--- config.mk ---
export PLATFORM = sky130hd
export DESIGN_NAME = fetch_stage
export DESIGN_NICKNAME = d
export VERILOG_FILES = /design/src/rtl/pipeline_pkg.sv /design/src/rtl/sat_counter.sv /design/src/rtl/fetch_stage.sv
export SDC_FILE = /design/constraint.sdc
export NUM_CORES = 1
export LEC_CHECK = 0
export ABC_CLOCK_PERIOD_IN_PS = 6900
export CORE_UTILIZATION = 45
export CTS_CLUSTER_DIAMETER = 120
export DETAILED_ROUTE_END_ITERATION = 10
export PLACE_DENSITY = 0.86
export SETUP_SLACK_MARGIN = 0.5
export SLEW_MARGIN = 40
export SYNTH_ARGS = -nofsm -noshare
export SYNTH_HDL_FRONTEND = slang
export SYNTH_SLANG_ARGS = --single-unit
--- constraint.sdc ---
create_clock -name clk_i -period 6.9 [get_ports clk_i]
set_input_delay 1.38 -clock clk_i [delete_from_list [all_inputs] [get_ports clk_i]]
set_output_delay 1.38 -clock clk_i [all_outputs]
set_load 0.01 [all_outputs]
--- src/rtl/pipeline_pkg.sv ---
// Shared pipeline types and constants for the front-end stages.
package pipeline_pkg;

    localparam int          INSTR_W   = 32;
    localparam logic [31:0] NOP_INSTR = 32'h0000_0000;
    localparam logic [31:0] PC_STEP   = 32'd4;

    typedef struct packed {
        logic [INSTR_W-1:0] instr;
        logic [31:0]        pc4;
        logic               valid;
    } ifid_t;

    // An empty IF/ID slot: NOP word, zero PC+4, not valid.
    localparam ifid_t IFID_BUBBLE = '{instr: NOP_INSTR, pc4: 32'h0, valid: 1'b0};

endpackage

--- src/rtl/sat_counter.sv ---
// Saturating up-counter: counts qualifying cycles and sticks at all-ones.
module sat_counter #(
    parameter int W = 16
) (
    input  logic         clk,
    input  logic         rst,
    input  logic         inc,
    output logic [W-1:0] count
);

    logic [W-1:0] count_q, count_d;

    // Next count: step only when enabled and not already saturated.
    always_comb begin
        count_d = count_q;
        if (inc && (count_q != {W{1'b1}})) begin
            count_d = count_q + W'(1);
        end
    end

    // Count register with synchronous reset.
    always_ff @(posedge clk) begin
        if (rst) begin
            count_q <= '0;
        end else begin
            count_q <= count_d;
        end
    end

    assign count = count_q;

endmodule

--- src/rtl/fetch_stage.sv ---
// Instruction fetch: PC register, next-PC select, IF/ID register and
// stall/flush statistics. Redirect beats hold; holds on PC and IF/ID are independent.
module fetch_stage
    import pipeline_pkg::*;
#(
    parameter logic [31:0] RESET_PC = 32'h0000_0000,
    parameter int          CNT_W    = 16
) (
    input  logic             clk_i,
    input  logic             rst_i,
    input  logic             pc_hold_i,
    input  logic             ifid_hold_i,
    input  logic             flush_i,
    input  logic [31:0]      target_i,
    input  logic [31:0]      imem_data_i,
    output logic [31:0]      imem_addr_o,
    output logic [31:0]      pc_o,
    output logic [31:0]      ifid_instr_o,
    output logic [31:0]      ifid_pc4_o,
    output logic             ifid_valid_o,
    output logic             misalign_o,
    output logic [CNT_W-1:0] stall_cnt_o,
    output logic [CNT_W-1:0] flush_cnt_o
);

    logic [31:0] pc_q, pc_d;
    ifid_t       ifid_q, ifid_d;
    logic        misalign_q, misalign_d;
    logic        stall_inc;
    logic [31:0] pc_plus4;

    assign pc_plus4 = pc_q + PC_STEP;

    // Next PC, IF/ID contents and misalign flag: redirect first, then holds, else advance.
    always_comb begin
        pc_d       = pc_q;
        ifid_d     = ifid_q;
        misalign_d = misalign_q;
        if (flush_i) begin
            pc_d       = {target_i[31:2], 2'b00};
            ifid_d     = IFID_BUBBLE;
            misalign_d = misalign_q | (|target_i[1:0]);
        end else begin
            if (!pc_hold_i) begin
                pc_d = pc_plus4;
            end
            if (!ifid_hold_i) begin
                ifid_d = '{instr: imem_data_i, pc4: pc_plus4, valid: 1'b1};
            end
        end
    end

    // State registers with synchronous reset.
    always_ff @(posedge clk_i) begin
        if (rst_i) begin
            pc_q       <= RESET_PC;
            ifid_q     <= IFID_BUBBLE;
            misalign_q <= 1'b0;
        end else begin
            pc_q       <= pc_d;
            ifid_q     <= ifid_d;
            misalign_q <= misalign_d;
        end
    end

    // A redirect cycle is charged to flushes only, never to stalls.
    assign stall_inc = pc_hold_i & ~flush_i;

    sat_counter #(.W(CNT_W)) u_stall_cnt (
        .clk   (clk_i),
        .rst   (rst_i),
        .inc   (stall_inc),
        .count (stall_cnt_o)
    );

    sat_counter #(.W(CNT_W)) u_flush_cnt (
        .clk   (clk_i),
        .rst   (rst_i),
        .inc   (flush_i),
        .count (flush_cnt_o)
    );

    assign pc_o         = pc_q;
    assign imem_addr_o  = pc_q;
    assign ifid_instr_o = ifid_q.instr;
    assign ifid_pc4_o   = ifid_q.pc4;
    assign ifid_valid_o = ifid_q.valid;
    assign misalign_o   = misalign_q;

endmodule

# Word level (Yosys, flattened, before mapping)
# Cells that the tools add are included.
# totals
rom_bits	0
memories	0
latch_bits	0
ff_bits	130
in_bits	69
ram_bits	0
wordCells	23
out_inout_bits	162
# classes
addsub	3
muxes	2
div	0
order_cmp	0
shifts	0
bitwise	3
n_mul	0
eq_ne	3
n_reduce_logical	4
# op_table
operator	n
32-bit 2-to-1 mux	2
16-bit by 1-bit adder with 16-bit output (second input constant)	2
32-bit by 3-bit adder with 32-bit output (second input constant)	1
16-bit != test (second input constant)	2
2-bit OR reduction	2
1-bit logical AND	2
2-bit by 1-bit != test with 1-bit output (second input constant)	1
1-bit AND	1
1-bit NOT	1
1-bit OR	1

# Depth between registers and ports, before layout
# Gate-level depths: netlist of run 1.
# depth
ltp_word	3
ltp_mapped	8
depth_no_buf	6

# Hierarchy
# Synthesis of run 1 repeated with hierarchy kept, for this count alone.
# unflattened
cells_unflattened	721
area_unflattened_um2	6329.8
# by_module_without_submodules
module	cells_each	instances	area_each_um2	seq_area_each_um2
fetch_stage	523	1	4633.2	1881.8
sat_counter	99	2	848.3	320.3

# Worst setup path before layout of run 1
# OpenSTA, ideal clock, no wires.
# synth_timing
kind	input to register
from	input flush_i
to	register u_stall_cnt.count_q[15] (netlist: u_stall_cnt.count[15])
setup_slack_ps	4285
cell_stages	6
arrival_ps	2488
n_path_buf	1
path_cell_list	clkbuf_1 -> nand4b_1 -> nand2b_1 -> nor4_1 -> xnor2_1 -> nor2_1
# synth_between
elab_chain_cells	3
# synth_rtl
element	line	text
start: declaration	fetch_stage.sv:13	input logic flush_i,
1-bit NOT	fetch_stage.sv:67	assign stall_inc = pc_hold_i & ~flush_i;
1-bit AND	fetch_stage.sv:67	
1-bit logical AND	sat_counter.sv:16	if (inc && (count_q != {W{1'b1}})) begin
end signal: assignment	sat_counter.sv:26	count_q <= count_d;
end: declaration	sat_counter.sv:11	logic [W-1:0] count_q, count_d;
# No other way between the ends.
# A chain may end at the register's enable or synchronous reset.

# Worst setup path in the final report of run 1
# layout_timing
from	register pc_q[9] (netlist: imem_addr_o[9])
to	output imem_addr_o[9]
# layout_rtl
element	line	text
start: declaration	fetch_stage.sv:26	logic [31:0] pc_q, pc_d;
start signal: assignment	fetch_stage.sv:60	pc_q <= pc_d;
end: declaration	fetch_stage.sv:16	output logic [31:0] imem_addr_o,
# No word-level cell between the ends.

==> impl_metrics.tcl, run 1 <==
set metrics [dict create \
    outcome "completed" \
    critical_path_class "flip-flop to output pin" \
    clock_latency_ns 0.42 \
    power_leakage_nw 3.158 \
    place.gp.congestion 0.9201 \
    yosys_warnings 0 \
    ys_seq_area_frac 0.4158 \
    rsz0062_at_grt "no" \
    cp_slowest_cell "dfxtp_1" \
    die_h_um 118.1 \
    critPathLaunchType "flip-flop" \
    fmax_mhz 318.1 \
    highest_layer "met4" \
    critPathTopFamily "flip-flops" \
    ys.flop_type "dfxtp_1" \
    dp_cells 1031 \
    wl_met3_um 916 \
    clock_skew_ns 0.006009 \
    cts_tree "built" \
    worst_slew_pin_slew_ns 0.7968 \
    grt_overflow 0 \
    floorplan.initialDensity 0.4599 \
    slowest_delay_ns 0.70 \
    hold_path.class "flip-flop to flip-flop" \
    ys_ff_latch 126 \
    synthesis.area_um2 6066 \
    max-cap-violations 0 \
    first_iter_violations 299 \
    via_per_inst 5.255 \
    synthArstFlopShare 0 \
    ctsResizeCount 0 \
    layout-drive-gt1-share 0.05073 \
    grt_pass1_vias 5193 \
    ant_nets 0 \
    grt_pass1_wl_um 26570 \
    cellPowerDensity_nw_per_um2 226.2 \
    path_max_fanout 12 \
    layoutNonFillerInstCount 1063 \
    num_vias 5586 \
    finalCritPeriodShare 0.4557 \
    relSlewSlack 0.4680 \
    path_cells "clkdlybuf4s50_1" \
    firstDrtPassIters 5 \
    m1WireLength_um 7058 \
    die_w_um 118.1 \
    critical_path_required_ns 5.52 \
    die-area_um2 13950 \
    syn_avg_cell_area_um2 8.653 \
    ctsHoldBuffers 0 \
    ir_drop_v 0.0001584 \
    tns_ns 0 \
    coreArea_um2 13190 \
    io_pins 231 \
    worst-path-buf-inv 1 \
    hold_slack_ns 0.4438 \
    met2_length_um 7984 \
    clockBufferDepth 2 \
    grt_max_degree 65 \
    power_mw 1.977 \
    layout_common_cells "clkdlybuf4s50_1 (221), dfxtp_1 (126), nor2_1 (117), mux2i_1 (44), xnor2_1 (43)" \
    critPathArrivalTime_ns 1.76 \
    portBuffers 224 \
    placementRows 42 \
    critPathCaptureType "output pin" \
    synthCells 701 \
    cts_setup_buffers 0 \
    drv_slew 0 \
    area_growth_pct 44.10 \
    cts_buffers 17 \
    synth_edf_count 0 \
    hpwl_um 11290 \
    cts_num_sinks 126 \
    clockRootBuffer "clkbuf_16" \
    finalSetupViolations 0 \
    clk_pin_slew_worst_paths_ns 0.05 \
    drc 0 \
    r2r_setup_slack_ns 4.21 \
    nNetsFinal 946 \
    hold_violations 0 \
    track_usage 0.2400 \
    routed_wl_um 16470 \
    htreeDepth 4 \
    fin_crit_ns 3.144 \
    detail_route.wl_per_cell_um 15.49 \
    diodes 0 \
    grt_antenna_before_repair 0 \
    final_common_cell "clkdlybuf4s50_1" \
    synthDistinctLibCells 46 \
]
==> power breakdown <==
group          switching (mW)  internal [mW]  leakage [nW]
logic                  0.0965          0.132          1.83
clock network           0.340          0.615         0.296
registers              0.0386          0.754          1.03
total                   0.475           1.50          3.16
==> state kept, by name, summed over array words and instances, names as in the netlist <==
name	count
ifid_instr_o	32
imem_addr_o	30
ifid_valid_o	1
u_stall_cnt.count	16
u_flush_cnt.count	16
misalign_o	1
ifid_pc4_o	30
==> metal layers <==
layer	vias up	global-route usage
li1	2760	-
met1	2605	0.2895
met2	184	0.3930
met3	37	0.06492
met4	0	0.1178
met5	-	0
==> final cells by class <==
class | count | area, um^2
clock buffers | 19 | 442.9
clock inverters | 13 | 186.4
fillers | 1043 | 4449
inverters | 8 | 30.03
multi-input cells | 493 | 3082
flip-flops and latches | 126 | 2522
well taps | 176 | 220.2
repair buffers | 228 | 2257
==> cell usage after synthesis (all sizes together), types with 3 or more instances <==
master     n  area, um^2
ha         3       37.54
a31oi      3       18.77
nor4      12       75.07
o2111ai    3       26.28
o211ai     9       67.56
nand4b     3       26.28
nor2     118       442.9
and4      13       113.9
nor3      18       90.09
or3        6       38.79
a211oi    13       97.59
xnor2     43       376.6
clkbuf    34       127.6
and3      11       70.07
and2       3       20.02
nand4     20       140.1
mux2i     44       440.4
a311oi     5       43.79
buf       45       325.3
nor2b      5       31.28
a21oi     33       165.2
nand3     14       70.07
inv        8       30.03
xor2      32       280.3
nand2     31       116.4
o21ai     31       155.2
dfxtp    126        2522
==> logic make-up (layout without fill, tap and decap cells) <==
logic type	count (synthesis)	in the layout	synth area share
compound gates	103	103	0.1025
xor+xnor	75	75	0.1083
fa+ha+maj	3	3	0.006189
buf+inv	87	268	0.07962
flops	126	126	0.4158
mux	44	44	0.07261
other cells	1	6	0.0006182
simple gates	262	262	0.2143
==> worst paths after layout <==
check / cells past startpoint / startpoint / endpoint
min reg2reg: 2 / misalign_o / misalign_o
max reg2reg: 5 / imem_addr_o[5] / imem_addr_o[31]
max: 1 / imem_addr_o[9] / imem_addr_o[9]
min: 2 / misalign_o / misalign_o
==> stage by stage <==
step / setup slack, ns / util / cell area (um^2)
after detailed placement: 3.488 / 0.6150 / 8112
after CTS: 3.734 / 0.6627 / 8741
after global routing: 3.702 / 0.6627 / 8741
final: 3.756 / 0.6627 / 8741
after global placement: 3.036 / 0.6152 / 8114
after floorplan: 4.285 / - / 6085
Note: power is estimated with default switching activity, not from simulation.
==> inputs of run 2 (changes only) <==
--- a/config.mk
+++ b/config.mk
@@ -5,11 +5,11 @@
 export SDC_FILE = /design/constraint.sdc
 export NUM_CORES = 1
 export LEC_CHECK = 0
-export ABC_CLOCK_PERIOD_IN_PS = 6900
-export CORE_UTILIZATION = 45
+export ABC_CLOCK_PERIOD_IN_PS = 2600
+export CORE_UTILIZATION = 40
 export CTS_CLUSTER_DIAMETER = 120
 export DETAILED_ROUTE_END_ITERATION = 10
-export PLACE_DENSITY = 0.86
+export PLACE_DENSITY = 0.81
 export SETUP_SLACK_MARGIN = 0.5
 export SLEW_MARGIN = 40
 export SYNTH_ARGS = -nofsm -noshare
==> constraint.sdc (replaced) <==
create_clock -name clk_i -period 2.6 [get_ports clk_i]
set_input_delay 0.52 -clock clk_i [delete_from_list [all_inputs] [get_ports clk_i]]
set_output_delay 0.52 -clock clk_i [all_outputs]
set_load 0.01 [all_outputs]
==> run 2 against run 1 <==
Effect of this change: the run now ends with design-rule violations left; largest power group unchanged; via count increased by 1.6%; highest routed layer unchanged; final cell count rose by 3.1%; power rose to 2.8 times the previous value; die area grew 12%; sequential share of layout area shrank 0.82 points; worst hold slack worse by 0.040 ns; count of clock-buffer cells in the layout grew 1; clock power grew to 2.8 times the previous value.
==> impl_metrics.tcl, run 2 (same netlist as run 1, synthesis figures left out) <==
set metrics [dict create \
    hpwl_um 12350 \
    layout_common_cells "clkdlybuf4s50_1 (221), nor2_1 (118), dfxtp_1 (114), mux2i_1 (44), xnor2_1 (43)" \
    grt_overflow 0 \
    grt_pass1_wl_um 28040 \
    final_common_cell "clkdlybuf4s50_1" \
    hold_path.class "input port to flip-flop" \
    critPathLaunchType "flip-flop" \
    path_max_fanout 9 \
    power_leakage_nw 3.343 \
    power_mw 5.438 \
    coreArea_um2 14640 \
    clock_skew_ns 0.006574 \
    critPathTopFamily "buffers and inverters" \
    cellPowerDensity_nw_per_um2 600.2 \
    finalCritPeriodShare 0.8006 \
    worst-path-buf-inv 1 \
    grt_pass1_vias 5386 \
    largest_reg_flops 32 \
    layout-drive-gt1-share 0.09759 \
    cp.depth 1 \
    die_h_um 125.1 \
    final_area_um2 9060 \
    clockRootBuffer "clkbuf_16" \
    hold_violations 0 \
    r2r_cells 5 \
    worst_slew_pin_slew_ns 0.7180 \
    floorplan.initialDensity 0.4142 \
    violations "design-rule violations" \
    firstDrtPassIters 11 \
    fin_crit_ns 2.082 \
    slowest_delay_ns 0.61 \
    detail_route.wl_per_cell_um 15.74 \
    multi_input_area_um2 3118 \
    final-seq-area_um2 2540 \
    critical_path_required_ns 2.08 \
    htreeDepth 4 \
    max-cap-violations 0 \
    routed_wl_um 17250 \
    rsz0062_at_grt "yes" \
    drc 4 \
    fmax_mhz 480.4 \
    path_cells "clkdlybuf4s50_1" \
    outcome "finished with violations" \
    clock_latency_ns 0.42 \
    critical_path_class "flip-flop to output pin" \
    relSlewSlack 0.5213 \
    tns_ns 0 \
    critPathCaptureType "output pin" \
    ir_drop_v 0.0004454 \
    post_dp_cell_area_um2 8327 \
    cts_num_sinks 126 \
    cp_slowest_cell "clkdlybuf4s50_1" \
    first_iter_violations 290 \
    hold_slack_ns 0.4034 \
    die_w_um 125.1 \
    critPathArrivalTime_ns 1.56 \
    hold-path-cell-count 2 \
    diodes 0 \
    area_growth_pct 49.36 \
    cts_buffers 17 \
    nFillCells 1281 \
    portBuffers 224 \
    ant_nets 0 \
    finalSetupViolations 0 \
    clk_pin_slew_worst_paths_ns 0.06 \
    place.gp.congestion 0.8872 \
    ctsHoldBuffers 0 \
    track_usage 0.2249 \
    die-area_um2 15660 \
    cts_tree "built" \
    nNetsFinal 971 \
    num_vias 5673 \
    via_per_inst 5.176 \
    placementRows 44 \
    grt_max_degree 59 \
    drv_slew 0 \
    io_pins 231 \
    grt_antenna_before_repair 0 \
    clockBufferDepth 2 \
]
==> run 2: area by class of cell <==
| type | count | area share |
|---|---|---|
| well taps | 184 | 0.02541 |
| flip-flops and latches | 126 | 0.2803 |
| inverters | 8 | 0.003314 |
| clock inverters | 12 | 0.02279 |
| multi-input cells | 493 | 0.3442 |
| clock buffers | 20 | 0.05151 |
| repair buffers | 253 | 0.2725 |
==> run 2: what timing repair did <==
action	4_1_cts	5_1_grt
resized for setup	6	11
buffers inserted	0	1
endpoints found under the setup margin	6	22
pin swaps	0	1
==> run 2: per-stage QoR <==
stage	setup slack, ns	cells	util
finish	0.5183	1096	0.6187
global route	0.4577	1096	0.6187
CTS	0.5080	1095	0.6156
detailed placement	0.2224	1063	0.5686
global placement	0.3970	1063	0.5686
floorplan	0.4924	706	-
==> run 2: power breakdown <==
group | internal [mW] | leakage [nW] | switching, mW
sequential | 2.00 | 1.03 | 0.0745
combinational | 0.377 | 1.98 | 0.294
clock | 1.79 | 0.327 | 0.901
total | 4.17 | 3.34 | 1.27
==> run 2: path summary, 6_finish.rpt <==
kind	start	slack, ns	to
setup / recovery	imem_addr_o[29]	0.52	pc_o[29]
hold / removal	rst_i	0.40	imem_addr_o[26]
setup reg to reg	imem_addr_o[6]	0.55	imem_addr_o[29]
hold reg to reg	misalign_o	0.45	misalign_o
==> run 2: routing by layer <==
layer	vias up	routed length, um	global-route usage
met5	-	0	0
met4	0	316	0.08608
met3	26	923	0.05306
met2	187	8396	0.3805
met1	2658	7615	0.2766
li1	2802	-	-
